`src/rtl/crc_control.sv`:
```
// Sequencing controller for the byte-wide CRC datapath: a 2-entry CRC_DR write buffer,
// byte feeder FSM, deferred CRC reload scheduling and host back-pressure flags.
module crc_control (
    input  logic        HCLK,
    input  logic        HRESETn,
    input  logic [31:0] bus_wr,
    input  logic [1:0]  bus_size,
    input  logic        buffer_write_en,
    input  logic        reset_chain,
    output logic [7:0]  byte_out,
    output logic        byte_valid,
    output logic        byte_last,
    output logic        crc_load_init,
    output logic        buffer_full,
    output logic        read_wait,
    output logic        reset_pending
);

    typedef enum logic [1:0] {
        IDLE = 2'd0,
        CALC = 2'd1,
        INIT = 2'd2
    } state_t;

    state_t      state_q, state_d;
    logic [31:0] data_q [2];
    logic [31:0] data_d [2];
    logic [1:0]  size_q [2];
    logic [1:0]  size_d [2];
    logic        head_q, head_d;
    logic        tail_q, tail_d;
    logic [1:0]  count_q, count_d;
    logic [1:0]  bcnt_q, bcnt_d;
    logic        pending_q, pending_d;

    logic        push;
    logic        pop;
    logic [1:0]  last_idx;
    logic [31:0] head_data;
    logic [7:0]  head_byte;

    always_comb begin
        head_data = data_q[head_q];

        case (size_q[head_q])
            2'b00:   last_idx = 2'd0;
            2'b01:   last_idx = 2'd1;
            default: last_idx = 2'd3;
        endcase

        case (bcnt_q)
            2'd0:    head_byte = head_data[7:0];
            2'd1:    head_byte = head_data[15:8];
            2'd2:    head_byte = head_data[23:16];
            default: head_byte = head_data[31:24];
        endcase

        // A write while full is dropped even if the head pops on the same edge.
        push = buffer_write_en && (count_q != 2'd2);
        pop  = (state_q == CALC) && (bcnt_q == last_idx);

        data_d = data_q;
        size_d = size_q;
        if (push) begin
            data_d[tail_q] = bus_wr;
            size_d[tail_q] = bus_size;
        end

        tail_d = tail_q ^ push;
        head_d = head_q ^ pop;

        case ({push, pop})
            2'b10:   count_d = count_q + 2'd1;
            2'b01:   count_d = count_q - 2'd1;
            default: count_d = count_q;
        endcase

        state_d = state_q;
        bcnt_d  = bcnt_q;
        case (state_q)
            IDLE: begin
                if (count_q != 2'd0) begin
                    state_d = CALC;
                    bcnt_d  = 2'd0;
                end else if (pending_q) begin
                    state_d = INIT;
                end
            end
            CALC: begin
                if (pop) begin
                    bcnt_d = 2'd0;
                    if (count_d != 2'd0) begin
                        state_d = CALC;
                    end else if (pending_q) begin
                        state_d = INIT;
                    end else begin
                        state_d = IDLE;
                    end
                end else begin
                    bcnt_d = bcnt_q + 2'd1;
                end
            end
            INIT:    state_d = IDLE;
            default: state_d = IDLE;
        endcase

        // Requests arriving while INIT executes merge into the reload already under way.
        pending_d = pending_q;
        if (state_q == INIT) begin
            pending_d = 1'b0;
        end else if (reset_chain) begin
            pending_d = 1'b1;
        end
    end

    always_ff @(posedge HCLK) begin
        if (!HRESETn) begin
            state_q   <= IDLE;
            head_q    <= 1'b0;
            tail_q    <= 1'b0;
            count_q   <= 2'd0;
            bcnt_q    <= 2'd0;
            pending_q <= 1'b0;
        end else begin
            state_q   <= state_d;
            head_q    <= head_d;
            tail_q    <= tail_d;
            count_q   <= count_d;
            bcnt_q    <= bcnt_d;
            pending_q <= pending_d;
        end
    end

    // NOTE: buffer storage is not reset; count_q gates every read, so stale contents never leak.
    always_ff @(posedge HCLK) begin
        data_q <= data_d;
        size_q <= size_d;
    end

    assign byte_valid    = (state_q == CALC);
    assign byte_out      = (state_q == CALC) ? head_byte : 8'h00;
    assign byte_last     = (state_q == CALC) && (bcnt_q == last_idx);
    assign crc_load_init = (state_q == INIT);
    assign buffer_full   = (count_q == 2'd2) || pending_q;
    assign read_wait     = (count_q != 2'd0) || (state_q != IDLE);
    assign reset_pending = pending_q;

endmodule
```
`config.mk`:
```
export PLATFORM = sky130hd
export DESIGN_NAME = crc_control
export DESIGN_NICKNAME = d
export VERILOG_FILES = /design/src/rtl/crc_control.sv
export SDC_FILE = /design/constraint.sdc
export NUM_CORES = 1
export LEC_CHECK = 0
export CORE_AREA = 2 2 87 89
export CTS_CLUSTER_SIZE = 28
export DETAILED_ROUTE_END_ITERATION = 10
export DIE_AREA = 0 0 89 91
export GPL_TIMING_DRIVEN = 0
export PLACE_DENSITY = 0.68
export SYNTH_ARGS = -nofsm -noshare
export SYNTH_HDL_FRONTEND = slang
export SYNTH_SLANG_ARGS = --single-unit
```
`constraint.sdc`:
```
create_clock -name HCLK -period 3.6 [get_ports HCLK]
set_input_delay 0.72 -clock HCLK [delete_from_list [all_inputs] [get_ports HCLK]]
set_output_delay 0.72 -clock HCLK [all_outputs]
set_load 0.05 [all_outputs]
```
* After elaboration in Yosys (flattened, before gate mapping)
Index checks and enable logic that the tools add are counted.
** Cells by class
- Order comparisons :: 3
- Reduce and logical (&&, ||, !) cells :: 15
- Add/subtract/negate cells :: 3
- Multiplexer cells :: 25
- Bitwise operators :: 5
- Eq/ne operators :: 13
** Operators with widths (count)
- 2-to-1 mux 32 bit :: 4
- bitwise mux 64 bit :: 1
- demux 32 bit (select 1 bit) :: 1
- one-hot mux 8 bit (3 select lines) :: 1
- 2-to-1 mux 2 bit :: 11
- one-hot mux 2 bit (2 select lines) :: 4
- == test 2 x 1 -> 1 bit, second input constant :: 4
- == test 2 bit, second input constant :: 4
- 2-to-1 mux 8 bit :: 1
- nonzero test 2 bit :: 4
- logical NOT 2 bit :: 3
- adder 2 x 1 -> 2 bit, second input constant :: 2
- bitwise mux 4 bit :: 1
- >= comparator 2 bit, second input constant :: 2
- inequality test 2 bit, second input constant :: 2
- inverter 1 -> 2 bit :: 2
- AND reduction 2 bit :: 2
- logical AND 1 bit :: 3
- inequality test 3 bit, second input constant :: 1
- demux 2 bit (select 1 bit) :: 1
- == test 2 bit :: 1
- logical OR 1 bit :: 2
- < comparator 2 x 1 -> 1 bit, second input constant :: 1
- inequality test 2 x 1 -> 1 bit, second input constant :: 1
- other kinds (4) :: 5
** Word-level totals
- Logic and storage cells :: 74
- Register bits :: 77
- Output and inout bits :: 14

* Logic depth before layout (Yosys ltp)
Gate-level depths: netlist of the first run.
- Depth after elaboration :: 14
- Gate-level depth with buffers :: 9

* Worst setup path after synthesis of the first run
No wires, ideal clock.
- Kind :: reg2reg
- Start point :: register head_q
- End point :: register state_q[0]
- Path slack :: 0.628 ns
- Stages on the path, launching flop included :: 9
- Period minus slack after synthesis :: 2.972 ns
- Arrival time :: 2.911 ns
- Path buffers :: 0
- Cell sequence :: dfxtp_1 > mux2_4 > or3_1 > a211oi_2 > ha_1 > nor2b_1 > nor3_1 > a311oi_1 > o221a_1
** Between the ends
- Word-level cells in the longest chain between the ends :: 14
- Elaborated cells on any way between the ends :: 18
- Classes of those cells :: eq/ne (5); mux (8); bitwise (1); reduce/logical (4)
** Ends and longest elaborated chain
- start, declared :: line 30 : logic head_q, head_d;
- start signal, assigned :: line 119 : head_q <= 1'b0;
- start signal, assigned :: line 126 : head_q <= head_d;
- inverter 1 -> 2 bit (not written as such) (*) :: line 45 : case (size_q[head_q])
- 2-to-1 mux 2 bit (not written as such) (*) (3 in series) :: line 45
- == test 2 x 1 -> 1 bit / logical NOT 2 bit (equally long branches) :: line 45
- one-hot mux 2 bit (2 select lines) (*) :: line 45
- == test 2 bit (*)
- logical AND 1 bit (*)
- net byte_last :: line 12 : output logic byte_last,
- == test 2 x 1 -> 1 bit / == test 2 bit (equally long branches) :: line 72 : case ({push, pop})
- one-hot mux 2 bit (2 select lines) :: line 72
- nonzero test 2 bit :: line 92 : if (count_d != 2'd0) begin
- 2-to-1 mux 2 bit :: line 92
- 2-to-1 mux 2 bit :: line 90 : if (pop) begin
- one-hot mux 2 bit (2 select lines) :: line 80 : case (state_q)
- end signal, assigned :: line 125 : state_q <= state_d;
- end, declared :: line 25 : state_t state_q, state_d;
Mark *: on every way through the listed nets, which the timed path passes. The rest lies on a longest branch. The select of a mux whose other input is x is not followed.
A chain may end at the register's enable or synchronous reset.

* Final worst setup path of the first run
- Start point :: register bcnt_q[0]
- End point :: output port byte_out[7]
** Between the ends
- Word-level cells in the longest chain between the ends :: 3
- Elaborated cells on any way between the ends :: 5
- Classes of those cells :: eq/ne (2); mux (2); reduce/logical (1)
** Ends and longest elaborated chain
- start, declared :: line 33 : logic [1:0] bcnt_q, bcnt_d;
- start signal, assigned :: line 129 : bcnt_q <= bcnt_d;
- == test 2 bit, or another cell as far along :: line 51 : case (bcnt_q)
- one-hot mux 8 bit (3 select lines) (*) :: line 51
- 2-to-1 mux 8 bit (*) :: line 141 : assign byte_out = (state_q == CALC) ? head_byte : 8'h00;
- end, declared :: line 10 : output logic [7:0] byte_out,
Mark *: on every way between the ends. The rest lies on a longest branch, timed or not.

==> impl_metrics.toml, run 1 <==
[detailed_routing]
drt_pass1_iterations = 4
routedWlPerCell_um = 16.9
routed_wl_um = 5980
ant_nets = 0
via_count = 1794
drc = 0
drtIter0Drc = 163
vias_per_cell = 5.07

[clock_tree]
cts_buffers = 9
cts_setup_buffers = 0
hold_buffers = 0
cts_tree = "yes"
path_clk_slew_ns = 0.08
ctsHtreeMaxLevel = 3
cts_sinks = 77
clockBufferDepth = 2
clk_latency_ns = 0.34
cts_root_buf = "clkbuf_8"

[die]
die_height_um = 91
num_rows = 31
coreArea_mm2 = 0.00714
initial_core_util = 0.434
die_w_um = 89
die_area_mm2 = 0.00810
ios = 52

[final_layout]
syn2layout_area_growth_pct = 26.4
layout.cells.non_filler = 354
final_core_util = 0.548
drive_above_1_share = 0.153
nets = 295
n_antenna_cell = 0

[grt]
grt_pass1_vias = 1822
grt_max_degree = 35
gr-total-overflow = 0
antenna_found_initial = 0
grt_pass1_wl_um = 9290
grtUsageTotal = 0.158

[worst_setup_path]
crit_path_end_kind = "output port"
slowest_delay_ns = 0.53
ff2ff_setup_slack_ns = 1.00
crit_type = "register to output port"
crit_family = "buffers and inverters"
cp_max_fo = 10
crit_path_start_kind = "register"
ff2ff_path_depth = 8
critPathLaunch = "bcnt_q[0]$_SDFFE_PN0P_"
cp_cell_sequence = "ha_1 > buf_2 > a222oi_1 > mux4_2 > nor2_1 > dlygate4sd2_1"
crit_slowest_cell = "dlygate4sd2_1"
cp.arrival_ns = 2.74
reg2reg_to = "state_q[0]$_SDFFE_PN0P_"
required_ns = 2.88
critPathBufInv = 2
timing.rr.start = "head_q$_SDFF_PN0_"

[placement]
place_ws_ns = 0.143
place_hpwl_um = 3900
portBuffers = 51
gp_congestion = 0.764
placed_cells = 338

[flow_run]
cap_violations = 0

[power_and_ir_drop]
p_seq_frac = 0.456
swShare = 0.301
power.internal_mw = 1.74
clkPwrFrac = 0.278
vdd_drop_max_uv = 290
p_comb_frac = 0.266
power_leakage_nw = 1.40
switching_power_mw = 0.749
power.density_mw_per_mm2 = 637

[sta]
fmax_mhz = 289
setup_violations = 0
post-route-period-util = 0.960
tightest_slew_ns = 0.853
setup_tns_ns = 0
clock_skew_ns = 0.00511
finalWorstSetupSlack_ns = 0.145
slew_headroom = 0.431
finalHoldViolCount = 0
maxSlewViolCount = 0
rsz0062_at_grt = "false"
min_period_ns = 3.46

[logic_synthesis]
ys.flop_type = "edfxtp_1"
yosysSeqAreaShare = 0.718
yosys.area_share.simple = 0.0534
synthAdderAreaFrac = 0.0283
synth_cells = 188
synth_compound_area_frac = 0.0808
yosysTopAreaCell = "edfxtp_1"
synth_nets = 233
syn_area_mm2 = 0.00310
synth_xor_xnor_area_share = 0.0113
ys_ff_latch = 77
async_flop_share = 0
yosys_warnings = 0
synth_cell_types = 32
synth_top_family_by_area = "compound AO/OA/AOI/OAI gates"
synthTopCellsByArea = "edfxtp_1 66%, dfxtp_1 5.8%, mux4_2 5.8%, a222oi_1 5.2%, ha_1 2.8%"
post_synth_mux_area_share = 0.0695
synth-edff-count = 68
yosysTopAreaCellShare = 0.660
syn_area_per_cell_um2 = 16.5

[worst_hold_path]
hold_path_end = "state_q[1]$_SDFFE_PN0P_"
whs_path_depth = 2
min_from = "reset_pending$_SDFFE_PP0P_"
worstHoldPathType = "register to register"

[outcome]
status = "completed"
[metrics by stage]
step | hold WS, ns | power, mW | cell area, um2
2_1_floorplan | 0.508 | 1.62 | 3100
3_3_place_gp | 0.507 | 1.83 | 3730
3_5_place_dp | 0.515 | 1.85 | 3730
4_1_cts | 0.528 | 2.52 | 3940
5_1_grt | 0.571 | 2.61 | 3910
6_report | 0.527 | 2.49 | 3910
[metal layers]
metal | up-vias | track usage | wire (um)
met5 | - | 0 | 0
met4 | 0 | 0.0560 | 92
met3 | 7 | 0.0427 | 284
met2 | 35 | 0.251 | 3080
met1 | 891 | 0.207 | 2520
li1 | 861 | - | -
[sequential cells by signal, summed over array words and instances (netlist names)]
signal,count
count_q,2
reset_pending,1
bcnt_q,2
state_q,2
data_q,64
size_q,4
head_q,1
tail_q,1
[power groups by stage]
stage	registers [mW]	logic, mW	clock network (mW)
final	1.14	0.663	0.694
after global routing	1.15	0.715	0.745
after CTS	1.14	0.677	0.707
after detailed placement	1.16	0.688	0
after global placement	1.16	0.679	0
after floorplan	1.15	0.466	0
[layout make-up]
class                           instances  area (um2)
Fill cell                             618        3230
Tap cell                               99         124
Multi-Input combinational cell         81         758
Buffer                                  9        41.3
Inverter                               21        78.8
Timing Repair Buffer                   51         474
Sequential cell                        77        2220
Clock inverter                          7        88.8
Clock buffer                            9         124
[cell families after synthesis]
| kind of cell | after synthesis |
|---|---|
| fa+ha+maj | 7 |
| simple gates | 32 |
| flops | 77 |
| xor+xnor | 4 |
| buf+inv | 30 |
| compound gates | 27 |
| mux | 11 |
[layout by cell type (no fill, tap or decap), types with 5 or more instances in the layout]
| cell | count |
|---|---|
| dfxtp_1 | 9 |
| clkbuf_2 | 7 |
| a222oi_1 | 16 |
| inv_1 | 21 |
| nor2_1 | 11 |
| clkdlybuf4s50_1 | 43 |
| mux4_2 | 8 |
| ha_1 | 5 |
| buf_2 | 6 |
| clkbuf_8 | 9 |
| edfxtp_1 | 68 |
[cell usage after synthesis, drive strengths merged, types with 2 or more instances]
master,count
o21ai,3
nand2,3
ha,7
clkbuf,3
mux4,8
buf,6
a222oi,16
and2,2
xnor2,3
nor2b,4
mux2i,2
nor3,2
nand2b,4
dfxtp,9
nor2,11
or3,2
inv,21
edfxtp,68
[what timing repair did]
item                       in CTS  in global routing
resized for setup               8                 14
setup endpoints to repair       8                  7
cloned                          0                  0
[worst max path at each step]
stage                                    endpoint  slack [ns]  cells past startpoint
final                                 byte_out[7]        0.14                      6
after global routing                  byte_out[7]        0.01                      7
after CTS                             byte_out[1]        0.02                      6
after detailed placement              byte_out[1]        0.14                      6
after global placement                byte_out[1]        0.12                      6
after floorplan           state_q[0]$_SDFFE_PN0P_        0.63                      8
[tightest hold or removal path: stages, from the launching register on]
cell and delay [ns]:
dfxtp_1 0.35, nand3b_1 0.10, nor3_1 0.04
Note: power is estimated with default switching activity, not from simulation.
==> inputs of run 2 (changes only) <==
==> config.mk (replaced) <==
export PLATFORM = sky130hd
export DESIGN_NAME = crc_control
export DESIGN_NICKNAME = d
export VERILOG_FILES = /design/src/rtl/crc_control.sv
export SDC_FILE = /design/constraint.sdc
export NUM_CORES = 1
export LEC_CHECK = 0
export ABC_AREA = 1
export CORE_AREA = 2 2 89 91
export CTS_CLUSTER_SIZE = 28
export DETAILED_ROUTE_END_ITERATION = 10
export DIE_AREA = 0 0 91 93
export GPL_TIMING_DRIVEN = 0
export PLACE_DENSITY = 0.67
export SYNTH_ARGS = -nofsm -noshare
export SYNTH_HDL_FRONTEND = slang
export SYNTH_SLANG_ARGS = --single-unit
==> run 2 against run 1 <==
  * Core utilization is 1.9 points lower
  * Non-clock buffer count is 1 higher
  * Final cell count is 21% higher
  * Hold slack worse by 0.012 ns
  * Clock-buffer cell count stayed put
  * Worst setup slack better by 0.12 ns
  * Synthesized cell count is 39% higher
  * Critical path type unchanged
  * Largest power group unchanged
==> impl_metrics.toml, run 2 <==
[clock_tree]
path_clk_slew_ns = 0.08
clk_latency_ns = 0.35
cts_buffers = 9
hold_buffers = 0
ctsHtreeMaxLevel = 3
cts_tree = "yes"
cts_setup_buffers = 0
clockBufferDepth = 2
cts_sinks = 77
cts_root_buf = "clkbuf_8"

[sta]
maxSlewViolCount = 0
post-route-period-util = 0.927
slew_headroom = 0.420
tightest_slew_ns = 0.871
fmax_mhz = 300
clock_skew_ns = 0.00924
min_period_ns = 3.34
setup_violations = 0
setup_tns_ns = 0
hold_ws_ns = 0.516
rsz0062_at_grt = "false"
finalHoldViolCount = 0

[placement]
place_hpwl_um = 4280
gp_congestion = 0.764
portBuffers = 51

[final_layout]
multi_input_area_um2 = 851
area.sequential_mm2 = 0.00222
syn2layout_area_growth_pct = 25.0
largest_register_ffs = 64
regMostFlops = "data_q"
layout_commonest_cell = "edfxtp_1"
drive_above_1_share = 0.110
n_antenna_cell = 0
top_regs = "data_q (64), size_q (4)"
fillCellCount = 674
nets = 369
mostFrequentLayoutCells = "68 x edfxtp_1, 57 x nand2_1, 43 x clkdlybuf4s50_1"

[detailed_routing]
routed_wl_um = 6450
routedWlPerCell_um = 15.0
vias_per_cell = 5.00
drc = 0
ant_nets = 0
drtIter0Drc = 170
drt_pass1_iterations = 4
via_count = 2150

[logic_synthesis]
yosysSeqAreaShare = 0.697
yosys.area_share.simple = 0.154
yosys_warnings = 0
synth_nets = 307
yosysTopAreaCell = "edfxtp_1"
yosysTopAreaCellShare = 0.641
syn_area_per_cell_um2 = 12.2
synth_cells = 262
synth_compound_area_frac = 0.0817
synth_top_family_by_area = "simple AND/OR/NAND/NOR gates"
synth_xor_xnor_area_share = 0.00275
synthTopCellsByArea = "edfxtp_1 64%, nand2_1 6.7%, dfxtp_1 5.7%, a21oi_1 5.5%, nand3_1 3.5%"
synth_cell_types = 24
synth_common_cells = "68 x edfxtp_1, 57 x nand2_1, 35 x a21oi_1"
synth.most_common_cell = "edfxtp_1"
post_synth_mux_area_share = 0
synthAdderAreaFrac = 0.0275
ys_ff_latch = 77
syn_area_mm2 = 0.00319
synth-edff-count = 68
async_flop_share = 0
ys.flop_type = "edfxtp_1"

[grt]
busiest_layer = "met2"
grtUsageTotal = 0.162
gr-usage-met2 = 0.267
grtUsageMet1 = 0.207
antenna_found_initial = 0
grt_pass1_vias = 2091
grt_max_degree = 35
grt.met3_usage = 0.0346
gr-total-overflow = 0
grt_pass1_wl_um = 10400

[power_and_ir_drop]
p_total_mw = 2.54
power_leakage_nw = 1.48
power.density_mw_per_mm2 = 639
vdd_drop_max_uv = 357

[die]
initial_core_util = 0.423
die_area_mm2 = 0.00846
coreArea_mm2 = 0.00753
ios = 52
die_w_um = 91
num_rows = 32
die_height_um = 93

[outcome]
status = "completed"

[worst_setup_path]
crit_path_end_kind = "output port"
cp.arrival_ns = 2.62
crit_path_start_kind = "register"
crit_type = "register to output port"
cp_max_fo = 10
required_ns = 2.88

[flow_run]
cap_violations = 0

[worst_hold_path]
worstHoldPathType = "register to register"
[run 2: cell types whose count changed after synthesis, moves of 16 or more]
cell,before,now
a222oi_1,16,0
a21oi_1,0,35
nand2_1,3,57
nand3_1,0,22
[run 2: through the flow]
stage                     cells  worst slack [ns]   util  instance area (um2)
after CTS                   430            0.0224  0.528                 3980
after floorplan             262             0.574      -                 3190
after global placement      415             0.351  0.508                 3820
after detailed placement    415             0.348  0.509                 3830
final                       430             0.264  0.529                 3980
after global routing        430             0.106  0.529                 3980
[run 2: area by class of cell]
type / instances / area share
sequential: 77 / 0.558
clock buffer: 9 / 0.0311
timing repair buffer: 51 / 0.128
inverter: 15 / 0.0141
buffer: 10 / 0.0157
clock inverter: 6 / 0.00785
tap: 102 / 0.0320
multi-input combinational: 160 / 0.214
[run 2: kinds of logic after synthesis]
logic type / after synthesis
fa+ha+maj: 7
simple gates: 104
compound gates: 48
flops: 77
xor+xnor: 1
buf+inv: 25
[run 2: layer usage]
metal	vias up	routed length, um
met5	-	0
li1	1050	-
met4	0	118
met3	12	317
met1	1025	2870
met2	63	3140
[run 2: timing repair]
action	in CTS	in global routing
endpoints found under the setup margin	6	2
pin swaps	0	0
gates resized for setup	6	2
[run 2: critical path, cell delays in order (launching register included)]
cell and delay [ns]:
dfxtp_1 0.36, inv_1 0.17, ha_1 0.18, clkbuf_2 0.20, buf_2 0.27, nand2_1 0.08
nand3_1 0.09, a21oi_1 0.09, a211oi_1 0.26, dlygate4sd2_1 0.57
[run 2: power by group]
group | internal, mW | leakage [nW] | total (mW) | switching, mW
sequential | 1.12 | 0.710 | 1.17 | 0.0518
combinational | 0.270 | 0.693 | 0.836 | 0.566
clock | 0.238 | 0.0736 | 0.541 | 0.303
[run 2: worst paths after layout]
check | startpoint | endpoint | slack, ns | cells past startpoint
min reg2reg | count_q[1]$_SDFF_PN0_ | count_q[1]$_SDFF_PN0_ | 0.52 | 2
min | count_q[1]$_SDFF_PN0_ | count_q[1]$_SDFF_PN0_ | 0.52 | 2
max | bcnt_q[1]$_SDFFE_PN0P_ | byte_out[3] | 0.26 | 9
max reg2reg | head_q$_SDFF_PN0_ | state_q[0]$_SDFFE_PN0P_ | 1.63 | 16
